===== src/rtl/bht_pkg.sv =====
// Shared counter constants and the saturating counter step for the branch history table.
package bht_pkg;

  // Weakly not-taken: 2^(w-1)-1
  function automatic logic [31:0] ctr_reset_val(input int unsigned w);
    return (32'(1) << (w - 1)) - 32'(1);
  endfunction

  // Weakly taken: 2^(w-1)
  function automatic logic [31:0] ctr_alloc_val(input int unsigned w);
    return 32'(1) << (w - 1);
  endfunction

  // Saturates at 0 and 2^w-1; simultaneous inc and dec hold the value.
  function automatic logic [31:0] ctr_step(input logic [31:0] cnt, input logic inc,
                                           input logic dec, input int unsigned w);
    logic [31:0] max_v;
    max_v = (32'(1) << w) - 32'(1);
    if (inc && !dec && (cnt != max_v)) return cnt + 32'(1);
    if (dec && !inc && (cnt != 32'(0))) return cnt - 32'(1);
    return cnt;
  endfunction

endpackage


===== src/rtl/bht_sat_counter.sv =====
// One saturating prediction counter; synchronous active-low reset to weakly not-taken.
module bht_sat_counter
  import bht_pkg::*;
#(
  parameter int unsigned CTR_W = 2
) (
  input  logic             clk_i,
  input  logic             rst_i,
  input  logic             inc,
  input  logic             dec,
  input  logic             load,
  input  logic [CTR_W-1:0] load_val,
  output logic [CTR_W-1:0] count
);

  always_ff @(posedge clk_i) begin
    if (!rst_i)    count <= CTR_W'(ctr_reset_val(CTR_W));
    else if (load) count <= load_val;
    else           count <= CTR_W'(ctr_step(32'(count), inc, dec, CTR_W));
  end

endmodule


===== src/rtl/bht_predictor.sv =====
// Direct-mapped branch history table; optional tag/target store enabled by BHT_BTB_EN.
module bht_predictor
  import bht_pkg::*;
#(
  parameter int unsigned XLEN    = 32,
  parameter int unsigned ENTRIES = 16,
  parameter int unsigned CTR_W   = 2
) (
  input  logic            clk_i,
  input  logic            rst_i,
  input  logic [XLEN-1:0] lookup_pc_i,
  output logic            predict_hit_o,
  output logic            predict_taken_o,
  output logic [XLEN-1:0] predict_target_o,
  input  logic            upd_valid_i,
  input  logic [XLEN-1:0] upd_pc_i,
  input  logic            upd_taken_i,
  input  logic [XLEN-1:0] upd_target_i,
  input  logic            invalidate_i
);

  localparam int unsigned IDX_W = $clog2(ENTRIES);
  localparam int unsigned TAG_W = XLEN - IDX_W - 2;

  logic [IDX_W-1:0] lk_idx;
  logic [IDX_W-1:0] up_idx;
  logic [CTR_W-1:0] count [ENTRIES];
  logic             ctr_inc;
  logic             ctr_dec;
  logic             ctr_load;

  assign lk_idx = lookup_pc_i[IDX_W+1:2];
  assign up_idx = upd_pc_i[IDX_W+1:2];

  // Counter controls are broadcast; only the entry addressed by the update acts on them.
  for (genvar e = 0; e < ENTRIES; e++) begin : g_ctr
    logic sel;
    assign sel = (up_idx == IDX_W'(e));
    bht_sat_counter #(.CTR_W(CTR_W)) u_ctr (
      .clk_i    (clk_i),
      .rst_i    (rst_i),
      .inc      (sel && ctr_inc),
      .dec      (sel && ctr_dec),
      .load     (sel && ctr_load),
      .load_val (CTR_W'(ctr_alloc_val(CTR_W))),
      .count    (count[e])
    );
  end

`ifdef BHT_BTB_EN
  logic [TAG_W-1:0]   lk_tag;
  logic [TAG_W-1:0]   up_tag;
  logic [ENTRIES-1:0] valid;
  logic [TAG_W-1:0]   tag_mem [ENTRIES];
  logic [XLEN-1:0]    tgt_mem [ENTRIES];
  logic               upd_fire;
  logic               upd_hit;
  logic               lk_hit;
  logic               unused_bits;

  assign lk_tag      = lookup_pc_i[XLEN-1:IDX_W+2];
  assign up_tag      = upd_pc_i[XLEN-1:IDX_W+2];
  assign unused_bits = ^{lookup_pc_i[1:0], upd_pc_i[1:0]};

  // Invalidate wins over a same-cycle update.
  assign upd_fire = upd_valid_i && !invalidate_i;
  assign upd_hit  = valid[up_idx] && (tag_mem[up_idx] == up_tag);
  assign ctr_inc  = upd_fire && upd_hit && upd_taken_i;
  assign ctr_dec  = upd_fire && upd_hit && !upd_taken_i;
  assign ctr_load = upd_fire && !upd_hit && upd_taken_i;

  always_ff @(posedge clk_i) begin
    if (!rst_i) begin
      valid <= '0;
      for (int i = 0; i < ENTRIES; i++) begin
        tag_mem[i] <= '0;
        tgt_mem[i] <= '0;
      end
    end else if (invalidate_i) begin
      valid <= '0;
    end else if (upd_valid_i && upd_taken_i) begin
      if (!upd_hit) begin
        valid[up_idx]   <= 1'b1;
        tag_mem[up_idx] <= up_tag;
      end
      tgt_mem[up_idx] <= upd_target_i;
    end
  end

  assign lk_hit           = valid[lk_idx] && (tag_mem[lk_idx] == lk_tag);
  assign predict_hit_o    = lk_hit;
  assign predict_taken_o  = lk_hit && count[lk_idx][CTR_W-1];
  assign predict_target_o = lk_hit ? tgt_mem[lk_idx] : '0;
`else
  logic unused_bits;

  assign unused_bits = ^{lookup_pc_i[XLEN-1:IDX_W+2], lookup_pc_i[1:0],
                         upd_pc_i[XLEN-1:IDX_W+2], upd_pc_i[1:0],
                         upd_target_i, invalidate_i};

  // Counter-only table: every resolved branch trains its counter.
  assign ctr_inc  = upd_valid_i && upd_taken_i;
  assign ctr_dec  = upd_valid_i && !upd_taken_i;
  assign ctr_load = 1'b0;

  assign predict_hit_o    = 1'b1;
  assign predict_taken_o  = count[lk_idx][CTR_W-1];
  assign predict_target_o = '0;
`endif

endmodule


===== config.mk =====
export PLATFORM = sky130hd
export DESIGN_NAME = bht_predictor
export DESIGN_NICKNAME = d
export VERILOG_FILES = /design/src/rtl/bht_pkg.sv /design/src/rtl/bht_sat_counter.sv /design/src/rtl/bht_predictor.sv
export SDC_FILE = /design/constraint.sdc
export NUM_CORES = 1
export LEC_CHECK = 0
export CORE_MARGIN = 2
export CORE_UTILIZATION = 35
export DETAILED_ROUTE_END_ITERATION = 6
export PLACE_DENSITY = 0.81
export SKIP_CTS_REPAIR_TIMING = 1
export SYNTH_ARGS = -nofsm -noshare
export SYNTH_HDL_FRONTEND = slang
export SYNTH_SLANG_ARGS = --single-unit

===== constraint.sdc =====
create_clock -name clk_i -period 3.47 [get_ports clk_i]
set_clock_uncertainty 0.1 [all_clocks]
set_input_delay 0.8675 -clock clk_i [delete_from_list [all_inputs] [get_ports clk_i]]
set_output_delay 0.8675 -clock clk_i [all_outputs]
set_load 0.02 [all_outputs]

* Word level (Yosys, flattened, before mapping)
Cells that the tools add are included.
Word-level totals: register bits after elaboration 32, bits of input ports 101, output and inout bits 34, logic and storage cells 392
Operators by class: add/subtract/negate cells 32, magnitude comparators 1, equality and inequality tests 31, muxes and demuxes 147, bitwise logic cells 1, reduce and logical (&&, ||, !) cells 164
Operators by type and width (count):
- 2-bit 2-to-1 mux | 66
- 1-bit logical AND | 98
- 1-bit 2-to-1 mux | 80
- 2-bit nonzero test | 32
- 1-bit zero test | 33
- 2-bit by 1-bit adder with 2-bit output (second input constant) | 16
- 4-bit equality test (second input constant) | 8
- 2-bit != test (second input constant) | 16
- 2-bit by 1-bit subtractor with 2-bit output (second input constant) | 16
- 4-bit by 3-bit equality test with 1-bit output (second input constant) | 4
- 2-bit binary-select mux with 4-bit select | 1
- 4-bit by 2-bit equality test with 1-bit output (second input constant) | 2
- 5-bit >= comparator (second input constant) | 1
- 4-bit NOT with 5-bit output | 1
- 4-bit by 1-bit equality test with 1-bit output (second input constant) | 1
- 4-bit zero test | 1

* Depth between registers and ports, before layout
Gate-level depths: netlist of the first run.
depth in word-level cells 12, gate-level depth with buffers 7, mapped depth without buffers 6

* Hierarchy
A second synthesis of the first run with hierarchy kept.
Second synthesis, totals: cells, all modules 365, area total of the unflattened synthesis 3166.8 sq um
By module, submodules not included:
- bht_sat_counter | instances 16, cells an instance 17, area an instance 160.2 sq um, sequential area each 40.0 sq um
- bht_predictor | instances 1, cells an instance 93, area an instance 604.3 sq um, sequential area each 0.0 sq um

* Least setup slack after synthesis of the first run
No wires, ideal clock.
kind input -> output, start input lookup_pc_i[3], end output predict_taken_o, data arrival time 1.784 ns, required time 2.503 ns, path slack 0.718 ns, stages 4, buffers on the path 0, cells stage by stage mux4_2 nor2b_1 a211oi_1 a21oi_1
On the way: longest elaborated chain between the ends 4
RTL lines:
- from (decl) | line bht_predictor.sv:11 | input logic [XLEN-1:0] lookup_pc_i,
- 4-bit NOT with 5-bit output (not written as such) | line bht_predictor.sv:107 | assign predict_taken_o = count[lk_idx][CTR_W-1];
- 2-bit binary-select mux with 4-bit select | line bht_predictor.sv:107
- 2-bit 2-to-1 mux (not written as such) (2 in series) | line bht_predictor.sv:107
- to (decl) | line bht_predictor.sv:13 | output logic predict_taken_o,
No other way between the ends. The select of a mux whose other input is x is not followed.

* Worst setup path after layout of the first run
Ends and elaborated chain as after synthesis.

==> results of run 1 <==
-- layout make-up --
type / instances / area, um2
well taps: 102 / 128
fillers: 761 / 4750
inverters: 35 / 131
clock buffers: 6 / 82.6
multi-input cells: 246 / 1830
repair buffers: 17 / 160
clock inverters: 2 / 10.0
flip-flops and latches: 32 / 641
-- final timing paths --
path / startpoint / endpoint / slack [ns]
worst max register to register: g_ctr[3].u_ctr.count[1] / g_ctr[3].u_ctr.count[1] / 1.80
worst min-delay path: g_ctr[14].u_ctr.count[0] / g_ctr[14].u_ctr.count[0] / 0.43
worst min register to register: g_ctr[14].u_ctr.count[0] / g_ctr[14].u_ctr.count[0] / 0.43
worst max-delay path: lookup_pc_i[3] / predict_taken_o / 0.21
-- kinds of logic (layout without fill, tap and decap cells) --
logic type	after synthesis	count (layout)	synth area share
multiplexers	13	13	0.0643
AND/OR/NAND/NOR	96	96	0.182
flip-flops	32	32	0.229
XOR/XNOR	16	16	0.0500
other	2	33	0.00268
buffers and inverters	83	60	0.161
adder cells (fa/ha/maj)	32	32	0.143
AO/OA/AOI/OAI	56	56	0.168
-- synth_stat cells (5+ instances only) --
| cell | number | area (um2) |
|---|---|---|
| buf_4 | 33 | 248 |
| ha_1 | 32 | 400 |
| a21oi_1 | 7 | 35.0 |
| a32oi_1 | 7 | 61.3 |
| buf_2 | 6 | 30.0 |
| nand3_1 | 8 | 40.0 |
| clkbuf_1 | 7 | 26.3 |
| xnor2_1 | 16 | 140 |
| nor2_1 | 16 | 60.1 |
| nand2b_1 | 5 | 31.3 |
| a2111oi_2 | 5 | 75.1 |
| dfxtp_1 | 32 | 641 |
| o21ai_0 | 5 | 25.0 |
| mux2i_1 | 9 | 90.1 |
| nand2_1 | 29 | 109 |
| nor2b_1 | 9 | 56.3 |
| o211ai_1 | 5 | 37.5 |
| or3_1 | 5 | 31.3 |
| inv_1 | 34 | 128 |
-- layer usage --
| layer | vias to the layer above | part of all wire | track usage |
|---|---|---|---|
| li1 | 1113 | - | - |
| met1 | 1108 | 0.42 | 0.174 |
| met2 | 88 | 0.50 | 0.254 |
| met3 | 14 | 0.059 | 0.0346 |
| met4 | 0 | 0.023 | 0.0674 |
| met5 | - | 0 | 0 |
-- power by group --
| part | internal, mW | switching, mW | leakage (nW) |
|---|---|---|---|
| Sequential | 0.375 | 0.00700 | 0.259 |
| Combinational | 0.0545 | 0.111 | 0.936 |
| Clock | 0.158 | 0.146 | 0.0510 |
| Total | 0.588 | 0.265 | 1.25 |
-- layout by cell type (no fill, tap or decap), drive strengths merged, types with 3 or more instances in the layout --
master         instances
inv                   34
conb                  33
ha                    32
dfxtp                 32
nand2                 29
nor2                  16
xnor2                 16
mux2i                  9
nor2b                  9
nand3                  9
clkdlybuf4s50          8
a21oi                  7
a32oi                  7
clkbuf                 6
buf                    6
or3                    5
o21ai                  5
o211ai                 5
a2111oi                5
nand2b                 5
mux4                   4
nor4                   4
nor3                   4
nand4                  3
a41oi                  3
o221a                  3
or4                    3
o221ai                 3
a31oi                  3
dlymetal6s2s           3
clkinv                 3
-- per-stage QoR --
| stage | power [mW] | worst slack (ns) |
|---|---|---|
| 2_1_floorplan | 0.538 | 0.718 |
| 4_1_cts | 0.857 | -0.510 |
| 3_3_place_gp | 0.547 | -0.487 |
| 5_1_grt | 0.892 | 0.122 |
| 3_5_place_dp | 0.553 | -0.491 |
| 6_report | 0.852 | 0.214 |
-- worst max-delay path, stage by stage --
cell	delay [ns]
dlymetal6s2s_1	0.20
buf_4	0.17
mux4_2	0.52
a211oi_1	0.26
a21oi_1	0.07
dlymetal6s2s_1	0.21
==> Implementation_results.wiki, run 1 <==
{| class="wikitable"
! Metric !! Value
|-
| Max-cap violations || 0
|-
| Number of clock sinks seen by CTS || 32
|-
| Overall fraction of global-route tracks in use || 0.148
|-
| Cell depth of the worst min-delay path || 2
|-
| Die Footprint || 0.00874 mm2
|-
| Die Height || 93.5 um
|-
| Cell variety after synth || 50
|-
| Endpoint type of the worst setup path || output pin
|-
| Final weighted congestion in routability-driven placement || 0.814
|-
| Global route total overflow || 0
|-
| Register clock-pin slew on the reported worst setup and hold paths || 0.07 ns
|-
| Power per unit of standard cell area || 286 mW/mm2
|-
| Number of flip-flops under the largest register name || 32
|-
| Number of placed instances, taps included || 432
|-
| Number of buffers created by CTS || 5
|-
| Number of port buffers || 12
|-
| Final core occ || 0.385
|-
| Remaining antenna violation count after routing || 0
|-
| Start-to-end type of the worst setup path || primary input to output pin
|-
| Count of cells along the worst register-to-register path || 4
|-
| Clock latency on the worst-skew pair || 0.29 ns
|-
| DRT Pass-1 Iters || 6
|-
| Via count normalized by instance count || 5.28
|-
| Final-report setup violation count || 0
|-
| Synthesis-to-finish area growth || 6.30%
|-
| Result of the run || finished, final reports clean
|-
| Library cell used as clock root buffer || clkbuf_8
|-
| Slew at the pin with the worst max-slew slack || 0.678 ns
|-
| Pin count of the biggest net entering global routing || 36
|-
| Top fanout value on the critical path || 3
|-
| Fin Setup TNS || 0 ns
|-
| Cells after Synth || 330
|-
| Number of placement rows || 32
|-
| Final-stage net count || 470
|-
| Clock tree from TritonCTS || yes
|-
| Core footprint || 0.00773 mm2
|-
| Pleak || 1.25 nW
|-
| Area of all placed cells without fillers || 0.00298 mm2
|-
| Highest clock frequency the design can meet || 307 MHz
|-
| DRC violation count after routing || 0
|-
| Fraction of synthesis flops using an asynchronous set or reset pin || 0
|-
| Setup crit start kind || primary input
|-
| Die Span X || 93.5 um
|-
| Max-Slew Margin vs Limit || 0.547
|-
| Dpl hpwl || 4340 um
|-
| Number of I/O pins || 135
|-
| Crit path DAT || 2.29 ns
|-
| Fin. Hold Viols || 0
|-
| Final period demand of the worst path || 3.26 ns
|-
| Final Max Tran Viols || 0
|-
| Antenna diodes || 0
|-
| CP required || 2.50 ns
|-
| Wire length per cell || 13.8 um
|-
| Post-synthesis instance area || 0.00280 mm2
|-
| Number of flops mapped to enable cells by yosys || 0
|-
| Initial antenna violation count || 0
|-
| Path category of the worst min-delay check || flip-flop to flip-flop
|-
| Flops & latches, synth || 32
|-
| Total vias in the final route || 2323
|-
| Largest registers in the final layout || g_ctr.u_ctr.count x32
|-
| Global-route wire length before repair || 10400 um
|-
| Detailed Route Iter0 Violations || 109
|-
| Post-DP Area || 0.00288 mm2
|-
| Max H-tree Level || 2
|-
| Share of cells above drive strength 1 || 0.0917
|-
| Vias in the first global route || 2348
|-
| Worst Hold Margin || 0.432 ns
|-
| Max Buffers Root-to-Sink || 2
|-
| Setup repair after global routing missed its margin || false
|-
| Peak VDD IR || 0.000121 V
|-
| Share of the clock period used by the worst path || 0.938
|-
| Sequential cell area fraction in the yosys report || 0.229
|-
| Layout Cells excl Fill || 440
|-
| Final wirelength || 6080 um
|-
| Main flop type after synthesis || dfxtp_1
|-
| Yosys warnings || 0
|-
| Most flops, register || g_ctr.u_ctr.count
|-
| Post-synthesis area per instance || 8.49 um2
|-
| Starting density of the core || 0.363
|}
No activity file was read; power rests on OpenSTA's default activity.
==> inputs of run 2 (changes only) <==
--- a/config.mk
+++ b/config.mk
@@ -5,7 +5,6 @@
 export SDC_FILE = /design/constraint.sdc
 export NUM_CORES = 1
 export LEC_CHECK = 0
-export CORE_MARGIN = 2
 export CORE_UTILIZATION = 35
 export DETAILED_ROUTE_END_ITERATION = 6
 export PLACE_DENSITY = 0.81
==> run 2 against run 1 <==
Compared with the run above:
- design area rose by 0.38%
- die area fell by 4.2%
- setup slack got worse by 0.086 ns
- clock power rose by 4%
- critical path depth did not move
- via count fell by 2.5%
- sequential cell count did not move
- combinational power barely moved
- core utilization rose by 0.15 points
==> Implementation_results.wiki, run 2 (same netlist as run 1, synthesis figures left out) <==
{| class="wikitable"
! Metric !! Value
|-
| Register clock-pin slew on the reported worst setup and hold paths || 0.07 ns
|-
| Result of the run || finished, final reports clean
|-
| Crit-path slowest cell || clkdlybuf4s50_1
|-
| Fin Setup TNS || 0 ns
|-
| Pleak || 1.23 nW
|-
| Die Span X || 91.5 um
|-
| Most flops, register || g_ctr.u_ctr.count
|-
| Synthesis-to-finish area growth || 6.70%
|-
| Critical path buffer and inverter count || 2
|-
| Number of flip-flops under the largest register name || 32
|-
| Max-Slew Margin vs Limit || 0.583
|-
| Vias in the first global route || 2107
|-
| Clock tree from TritonCTS || yes
|-
| Endpoint type of the worst setup path || output pin
|-
| Crit path DAT || 2.37 ns
|-
| CP required || 2.50 ns
|-
| Setup crit start kind || primary input
|-
| Via count normalized by instance count || 5.16
|-
| Die Footprint || 0.00837 mm2
|-
| Global route total overflow || 0
|-
| Number of clock sinks seen by CTS || 32
|-
| Most common cell after layout, fill and taps aside || inv_1
|-
| Worst Hold Margin || 0.436 ns
|-
| Total vias in the final route || 2265
|-
| Critical path origin || lookup_pc_i[2]
|-
| Power after layout || 0.864 mW
|-
| Pin count of the biggest net entering global routing || 54
|-
| Final-stage net count || 470
|-
| Number of buffers created by CTS || 5
|-
| Final critical-path setup slack || 0.128 ns
|-
| Delay contributed by the slowest stage of the critical path || 0.58 ns
|-
| Max-cap violations || 0
|-
| Largest registers in the final layout || g_ctr.u_ctr.count x32
|-
| Remaining antenna violation count after routing || 0
|-
| Peak VDD IR || 0.000121 V
|-
| Share of cells above drive strength 1 || 0.0950
|-
| Final weighted congestion in routability-driven placement || 0.792
|-
| Overall fraction of global-route tracks in use || 0.146
|-
| Final Max Tran Viols || 0
|-
| Top fanout value on the critical path || 3
|-
| Detailed Route Iter0 Violations || 154
|-
| Share of the clock period used by the worst path || 0.963
|-
| Global-route wire length before repair || 9730 um
|-
| Final period demand of the worst path || 3.34 ns
|-
| Clock latency on the worst-skew pair || 0.28 ns
|-
| Kind of cell with the highest combined delay on the critical path || buffers and inverters
|-
| Highest clock frequency the design can meet || 299 MHz
|-
| DRT Pass-1 Iters || 4
|-
| Number of fill cells || 799
|-
| Core footprint || 0.00773 mm2
|-
| Final-report setup violation count || 0
|-
| Reg-to-reg startpoint || g_ctr[3].u_ctr.count[1]
|-
| Commonest cells after routing, fill and taps aside || inv_1 (34), conb_1 (33), ha_1 (32), dfxtp_1 (32), nand2_1 (29)
|-
| Antenna diodes || 0
|-
| DRC violation count after routing || 0
|-
| Max Buffers Root-to-Sink || 2
|-
| Number of placement rows || 32
|-
| Final wirelength || 5790 um
|-
| Path category of the worst min-delay check || flip-flop to flip-flop
|-
| Power per unit of standard cell area || 289 mW/mm2
|-
| Die Height || 91.5 um
|-
| Slew at the pin with the worst max-slew slack || 0.624 ns
|-
| Setup repair after global routing missed its margin || false
|-
| Initial antenna violation count || 0
|-
| Max H-tree Level || 2
|-
| Number of I/O pins || 135
|-
| Worst-path cell chain || clkdlybuf4s50_1, mux4_2, nor2b_1, a211oi_2, a21oi_1, clkbuf_2
|-
| Fin. Hold Viols || 0
|-
| Start-to-end type of the worst setup path || primary input to output pin
|-
| Library cell used as clock root buffer || clkbuf_8
|-
| Dpl hpwl || 4250 um
|-
| Setup Slack @ Placement || -0.419 ns
|-
| HP Start || g_ctr[14].u_ctr.count[0]
|-
| Starting density of the core || 0.363
|-
| Wire length per cell || 13.2 um
|-
| Number of port buffers || 12
|}
run 2: cell count changes in the layout (fill, tap and decap cells not counted), sizes merged:
cell / before / now
clkinv: 3 / 1
clkdlybuf4s50: 8 / 9
dlymetal6s2s: 3 / 1
clkbuf: 6 / 8
run 2: worst paths after layout:
kind / end / slack [ns] / cells past startpoint
setup reg to reg: g_ctr[3].u_ctr.count[1] / 1.78 / 4
hold reg to reg: g_ctr[14].u_ctr.count[0] / 0.44 / 2
setup / recovery: predict_taken_o / 0.13 / 6
hold / removal: g_ctr[14].u_ctr.count[0] / 0.44 / 2
run 2: power breakdown:
group	internal, mW	switching [mW]
clock network	0.177	0.139
logic	0.0558	0.110
registers	0.375	0.00703
total	0.608	0.256
run 2: metal layers:
layer	GRT usage	share of wire	up-vias
met1	0.177	0.44	1090
met2	0.246	0.49	57
li1	-	-	1114
met5	0	0	-
met4	0.0635	0.0093	0
met3	0.0318	0.060	4
run 2: per-stage QoR:
| step | utilization | instance area [um2] | std cells |
|---|---|---|---|
| 6_report | 0.387 | 2990 | 439 |
| 5_1_grt | 0.387 | 2990 | 439 |
| 3_3_place_gp | 0.374 | 2890 | 432 |
| 4_1_cts | 0.386 | 2990 | 439 |
| 3_5_place_dp | 0.374 | 2890 | 432 |
| 2_1_floorplan | - | 2920 | 361 |
run 2: worst reg2reg max path: cells and delay by family, from the launching register on:
family	cells	cell delay [ns]
buffers and inverters	1	0.07
and+or+nand+nor	1	0.54
DFF	1	0.42
adders and majority gates	1	0.30
AOI/OAI and AO/OA	1	0.19
run 2: cell type report:
type	instances	area, um2	area share
Sequential cell	32	641	0.214
Clock buffer	7	96.3	0.0322
Tap cell	102	128	0.0427
Timing Repair Buffer	17	163	0.0544
Multi-Input combinational cell	246	1830	0.612
Inverter	35	131	0.0440
